[src/rtl/frame_pkg.sv]
// Shared definitions for the frame sequencer: FSM state encoding, frame
// geometry constants, header byte offsets and the dimension legality check.
package frame_pkg;

    typedef enum logic [2:0] {
        ST_IDLE,
        ST_ARM,
        ST_HEADER,
        ST_PIXELS,
        ST_DONE
    } state_t;

    // Frame geometry: a 4-byte header followed by 3 bytes (R, G, B) per pixel.
    localparam int HDR_BYTES     = 4;
    localparam int BYTES_PER_PIX = 3;

    // Position of each header field in the byte stream.
    localparam logic [1:0] HDR_H_LO = 2'd0;
    localparam logic [1:0] HDR_H_HI = 2'd1;
    localparam logic [1:0] HDR_W_LO = 2'd2;
    localparam logic [1:0] HDR_W_HI = HDR_BYTES[1:0] - 2'd1;

    // Byte phase on which a pixel is complete (the blue byte).
    localparam logic [1:0] LAST_PHASE = BYTES_PER_PIX[1:0] - 2'd1;

    // A dimension pair is usable when both sides are non-zero and within range.
    function automatic logic dims_ok(input logic [15:0] h,
                                     input logic [15:0] w,
                                     input logic [15:0] max_dim);
        return (h != 16'd0) && (w != 16'd0) && (h <= max_dim) && (w <= max_dim);
    endfunction

endpackage

[src/rtl/frame_sequencer_pixel_coord_counter.sv]
// Pixel coordinate generator: tracks the byte phase within a pixel and the
// (x, y) position, and flags the first pixel, end of line and last pixel.
module pixel_coord_counter
    import frame_pkg::*;
(
    input  logic        clk,
    input  logic        reset,
    input  logic        i_clear,
    input  logic        i_step,
    input  logic [15:0] i_width,
    input  logic [15:0] i_height,
    output logic [15:0] o_x,
    output logic [15:0] o_y,
    output logic        o_pix_end,
    output logic        o_sof,
    output logic        o_eol,
    output logic        o_eof
);

    logic [1:0]  r_phase;
    logic [15:0] r_x;
    logic [15:0] r_y;
    logic        w_eol;
    logic        w_last_row;

    // Dimensions are known non-zero here, so the minus-one never underflows.
    assign w_eol      = (r_x == i_width - 16'd1);
    assign w_last_row = (r_y == i_height - 16'd1);

    assign o_x       = r_x;
    assign o_y       = r_y;
    assign o_pix_end = (r_phase == LAST_PHASE);
    assign o_sof     = (r_x == 16'd0) && (r_y == 16'd0);
    assign o_eol     = w_eol;
    assign o_eof     = w_eol && w_last_row;

    // Advance one byte per step; on the blue byte move to the next pixel.
    always_ff @(posedge clk or negedge reset) begin
        if (!reset) begin
            r_phase <= 2'd0;
            r_x     <= 16'd0;
            r_y     <= 16'd0;
        end else if (i_clear) begin
            r_phase <= 2'd0;
            r_x     <= 16'd0;
            r_y     <= 16'd0;
        end else if (i_step) begin
            // NOTE: non-blocking assignments so every register sees pre-edge values.
            if (o_pix_end) begin
                r_phase <= 2'd0;
                if (w_eol) begin
                    r_x <= 16'd0;
                    r_y <= r_y + 16'd1;
                end else begin
                    r_x <= r_x + 16'd1;
                end
            end else begin
                r_phase <= r_phase + 2'd1;
            end
        end
    end

endmodule

[src/rtl/frame_sequencer.sv]
// Frame sequencer: arms the byte-stream parser, meters the header and the
// 3*H*W payload bytes out of the source, snoops the frame dimensions, and
// emits pixel coordinates and markers aligned with the parser's sample strobe.
module frame_sequencer
    import frame_pkg::*;
#(
    parameter logic [15:0] MAX_DIM = 16'd1024
) (
    input  logic        clk,
    input  logic        reset,
    input  logic        start,
    input  logic [7:0]  src_data,
    output logic        src_en,
    output logic        parser_rst,
    input  logic        parser_sample,
    output logic        pix_valid,
    output logic [15:0] pix_x,
    output logic [15:0] pix_y,
    output logic        pix_sof,
    output logic        pix_eol,
    output logic        pix_eof,
    output logic [15:0] frame_height,
    output logic [15:0] frame_width,
    output logic        busy,
    output logic        frame_done,
    output logic        dim_err,
    output logic        sync_err
);

    state_t      r_state;
    logic [1:0]  r_hdr_cnt;
    logic        r_src_en;
    logic        r_parser_rst;
    logic        r_pix_valid;
    logic [15:0] r_pix_x;
    logic [15:0] r_pix_y;
    logic        r_pix_sof;
    logic        r_pix_eol;
    logic        r_pix_eof;
    logic [15:0] r_height;
    logic [15:0] r_width;
    logic        r_frame_done;
    logic        r_dim_err;
    logic        r_sync_err;

    logic [15:0] w_x;
    logic [15:0] w_y;
    logic        w_pix_end;
    logic        w_sof;
    logic        w_eol;
    logic        w_eof;
    logic        w_in_pixels;

    assign w_in_pixels = (r_state == ST_PIXELS);

    // Coordinates are held at zero outside PIXELS, so they start fresh each frame.
    pixel_coord_counter u_coord (
        .clk       (clk),
        .reset     (reset),
        .i_clear   (!w_in_pixels),
        .i_step    (w_in_pixels),
        .i_width   (r_width),
        .i_height  (r_height),
        .o_x       (w_x),
        .o_y       (w_y),
        .o_pix_end (w_pix_end),
        .o_sof     (w_sof),
        .o_eol     (w_eol),
        .o_eof     (w_eof)
    );

    // Frame FSM with registered outputs; src_en drops on the edge that takes the last byte.
    always_ff @(posedge clk or negedge reset) begin
        if (!reset) begin
            r_state      <= ST_IDLE;
            r_hdr_cnt    <= 2'd0;
            r_src_en     <= 1'b0;
            r_parser_rst <= 1'b0;
            r_pix_valid  <= 1'b0;
            r_pix_x      <= 16'd0;
            r_pix_y      <= 16'd0;
            r_pix_sof    <= 1'b0;
            r_pix_eol    <= 1'b0;
            r_pix_eof    <= 1'b0;
            r_height     <= 16'd0;
            r_width      <= 16'd0;
            r_frame_done <= 1'b0;
            r_dim_err    <= 1'b0;
            r_sync_err   <= 1'b0;
        end else begin
            // Strobes default low so each one lasts exactly one cycle.
            r_parser_rst <= 1'b0;
            r_pix_valid  <= 1'b0;
            r_pix_sof    <= 1'b0;
            r_pix_eol    <= 1'b0;
            r_pix_eof    <= 1'b0;
            r_frame_done <= 1'b0;

            // Our pixel strobe must coincide with the parser's, cycle for cycle.
            if ((r_state == ST_PIXELS || r_state == ST_DONE) &&
                (r_pix_valid != parser_sample)) begin
                r_sync_err <= 1'b1;
            end

            case (r_state)
                ST_IDLE: begin
                    if (start) begin
                        r_state      <= ST_ARM;
                        r_src_en     <= 1'b1;
                        r_parser_rst <= 1'b1;
                        r_dim_err    <= 1'b0;
                        r_sync_err   <= 1'b0;
                    end
                end

                ST_ARM: begin
                    r_height[7:0] <= src_data;
                    r_hdr_cnt     <= HDR_H_HI;
                    r_state       <= ST_HEADER;
                end

                ST_HEADER: begin
                    r_hdr_cnt <= r_hdr_cnt + 2'd1;
                    case (r_hdr_cnt)
                        HDR_H_HI: r_height[15:8] <= src_data;
                        HDR_W_LO: r_width[7:0]   <= src_data;
                        default: begin
                            r_width[15:8] <= src_data;
                            if (dims_ok(r_height, {src_data, r_width[7:0]}, MAX_DIM)) begin
                                r_state <= ST_PIXELS;
                            end else begin
                                r_dim_err    <= 1'b1;
                                r_src_en     <= 1'b0;
                                r_frame_done <= 1'b1;
                                r_state      <= ST_DONE;
                            end
                        end
                    endcase
                end

                ST_PIXELS: begin
                    if (w_pix_end) begin
                        r_pix_valid <= 1'b1;
                        r_pix_x     <= w_x;
                        r_pix_y     <= w_y;
                        r_pix_sof   <= w_sof;
                        r_pix_eol   <= w_eol;
                        r_pix_eof   <= w_eof;
                        if (w_eof) begin
                            r_src_en     <= 1'b0;
                            r_frame_done <= 1'b1;
                            r_state      <= ST_DONE;
                        end
                    end
                end

                ST_DONE: r_state <= ST_IDLE;

                default: r_state <= ST_IDLE;
            endcase
        end
    end

    assign src_en       = r_src_en;
    assign parser_rst   = r_parser_rst;
    assign pix_valid    = r_pix_valid;
    assign pix_x        = r_pix_x;
    assign pix_y        = r_pix_y;
    assign pix_sof      = r_pix_sof;
    assign pix_eol      = r_pix_eol;
    assign pix_eof      = r_pix_eof;
    assign frame_height = r_height;
    assign frame_width  = r_width;
    assign busy         = (r_state != ST_IDLE);
    assign frame_done   = r_frame_done;
    assign dim_err      = r_dim_err;
    assign sync_err     = r_sync_err;

endmodule

[config.mk]
export PLATFORM = sky130hd
export DESIGN_NAME = frame_sequencer
export DESIGN_NICKNAME = d
export VERILOG_FILES = /design/src/rtl/frame_pkg.sv /design/src/rtl/frame_sequencer_pixel_coord_counter.sv /design/src/rtl/frame_sequencer.sv
export SDC_FILE = /design/constraint.sdc
export NUM_CORES = 1
export LEC_CHECK = 0
export BUFFER_PORTS_ARGS = -buffer_cell sky130_fd_sc_hd__buf_2
export CORE_AREA = 2 2 128 130
export DETAILED_ROUTE_END_ITERATION = 7
export DIE_AREA = 0 0 130 132
export MAX_ROUTING_LAYER = met4
export PLACE_DENSITY = 0.56
export SLEW_MARGIN = 5
export SYNTH_ARGS = -nofsm -noshare
export SYNTH_HDL_FRONTEND = slang
export SYNTH_SLANG_ARGS = --single-unit
[constraint.sdc]
create_clock -name clk -period 8.6 [get_ports clk]
set_input_delay 2.58 -clock clk [delete_from_list [all_inputs] [get_ports clk]]
set_output_delay 2.58 -clock clk [all_outputs]
set_load 0.01 [all_outputs]
==> metrics.csv <==
metric,value,unit
status,"finished, final reports clean",
dr.pass1.iters,4,
drt_iter0_markers,364,
yosys.area.top_type,dfrtp_1,
ir_worst_vdd,0.000213,V
ys_async_sr_fraction,100,%
end_kind,primary output,
postSynthCellCount,611,
startpoint_type,register,
worstSetupPathType,register to primary output,
slew_headroom,34.0,%
overflow,0,
r2r_slack,5.00,ns
layout-drive-gt1-share,27.1,%
dp_cells,875,
synth_cell_type_count,64,
clock-skew-final,0.0144,ns
synthTopCellsByArea,"dfrtp_1, mux2_2, xnor2_1",
totalWireLength,17000,um
path_clk_slew,0.07,ns
cts-root-buf,clkbuf_16,
final-hold-violation-count,0,
grtUsageTotal,20.7,%
clockBufferDepth,2,
syn_area,6160,sq um
io_buffer_count,85,
antenna_found_initial,0,
io_pins,86,
fin_cells,891,
vias,5084,
drv_slew,0,
synth-seq-area-share,45.5,%
power.density,286,nW/um^2
htree_levels,3,
core_area,15700,sq um
viasPerCell,5.71,
period_share,47.5,%
clock_sinks,112,
worst_pin_slew,0.990,ns
path_max_fanout,9,
die_h,132,um
cp.required,6.02,ns
drc,0,
maxCapViolCount,0,
min_period,4.09,ns
hold_class,register to register,
die_w,130,um
cts_tree,done,
fmax,245,MHz
fp-row-count,46,
cts_setup_buffers,0,
dpl.hpwl,12400,um
n_antenna_cell,0,
gp_congestion,0.858,
dominantRegCellSynth,dfrtp_1,
floorplan.initialDensity,39.2,%
grt_max_degree,77,
nets,690,
power.leakage,3.09,nW
holdWs,0.461,ns
drtAntennaViolNets,0,
fin_tns_setup,0,ns
wl_per_cell,19.1,um
grt_pass1_vias,4922,
cts_resized,0,
area_growth,13.6,%
avgSynthCellArea,10.1,sq um
clk_latency,0.36,ns
rsz0062_at_grt,false,
fillCellCount,1515,
synth_edf_count,0,
dieArea,17200,sq um
setup_viol,0,
cp.arrival,1.51,ns
cts_hold_buf,0,
yosysTopAreaCellShare,45.5,%
final_core_util,44.5,%
yosys_warnings,0,
ys_ff_latch,112,
grt_pass1_wl,27000,um
power.total,0.00200,W
cts_buffers,9,
synthesis.nets,631,
## sequential cells by signal, indices dropped and copies added (netlist names), 2 cells and up
| signal | cells |
|---|---|
| pix_x | 16 |
| r_hdr_cnt | 2 |
| pix_y | 16 |
| u_coord.r_phase | 2 |
| u_coord.o_y | 16 |
| r_state | 3 |
| frame_height | 16 |
| frame_width | 16 |
| u_coord.o_x | 16 |
## critical path: stages, from the launching register on
cell and delay, ns:
dfrtp_1 0.45, nor2_1 0.42, nand2_1 0.13, buf_2 0.16
## metrics by stage
step | setup slack, ns | cell area [sq um]
floorplan | 4.62 | 6160
global placement | 4.28 | 6710
detailed placement | 4.25 | 6710
CTS | 4.49 | 7000
global route | 4.32 | 7000
finish | 4.51 | 7000
## worst paths after layout
check,from,to,depth (start not counted)
min in group asynchronous,reset,pix_y[14],1
min reg2reg,u_coord.r_phase[0],u_coord.r_phase[0],1
max,r_state[0],busy,3
max in group asynchronous,reset,frame_width[8],2
max reg2reg,frame_width[0],u_coord.o_y[1],10
min,u_coord.r_phase[0],u_coord.r_phase[0],1
## report_power, final
part           switching [W]  total [W]  internal [W]
registers           0.000213   0.000837      0.000624
clock network       0.000208   0.000412      0.000203
logic               0.000408   0.000752      0.000344
total               0.000829    0.00200       0.00117
## cell usage in the layout, fill, tap and decap left out, drive strengths merged, types with 18 or more instances in the layout
cell and count:
buf 89, dfrtp 112, inv 24, mux2 55, nand2 48, nand3 29
nand4 18, nor2 43, o21ai 30, xnor2 33
## synth_stat cells, drive strengths merged, types with 5 or more instances
cell    count
a21oi      11
a31oi       8
and3        7
buf        11
clkbuf     30
dfrtp     112
ha          8
inv        21
mux2       55
nand2      48
nand3      29
nand4      18
nor2       43
nor3       14
nor4       17
o211ai     10
o21ai      30
o311ai      5
o41ai       5
or3        10
or4        15
xnor2      33
xor2       17
## final cells by class
cell class | instances | area (sq um) | area share, %
clock buffers | 9 | 225 | 3.22
repair buffers | 89 | 458 | 6.55
multi-input cells | 437 | 3100 | 44.2
flip-flops and latches | 112 | 2800 | 40.1
well taps | 216 | 270 | 3.86
inverters | 21 | 78.8 | 1.13
clock inverters | 7 | 66.3 | 0.948
## kinds of logic (layout without fill, tap and decap cells)
group	Yosys count	after routing	share of synthesized area, %
and+or+nand+nor	231	231	21.2
DFF	112	112	45.5
AOI/OAI and AO/OA	92	92	10.1
buffers and inverters	62	126	4.21
muxes	56	56	10.2
xor gates and xnor gates	50	50	7.11
adders and majority gates	8	8	1.63
## metal layers
layer | share of wire, % | GRT usage, %
met1 | 45 | 27.8
met2 | 48 | 31.4
met3 | 4.1 | 3.90
met4 | 2.3 | 7.29
met5 | 0 | -
(Power assumes the default switching activity.)
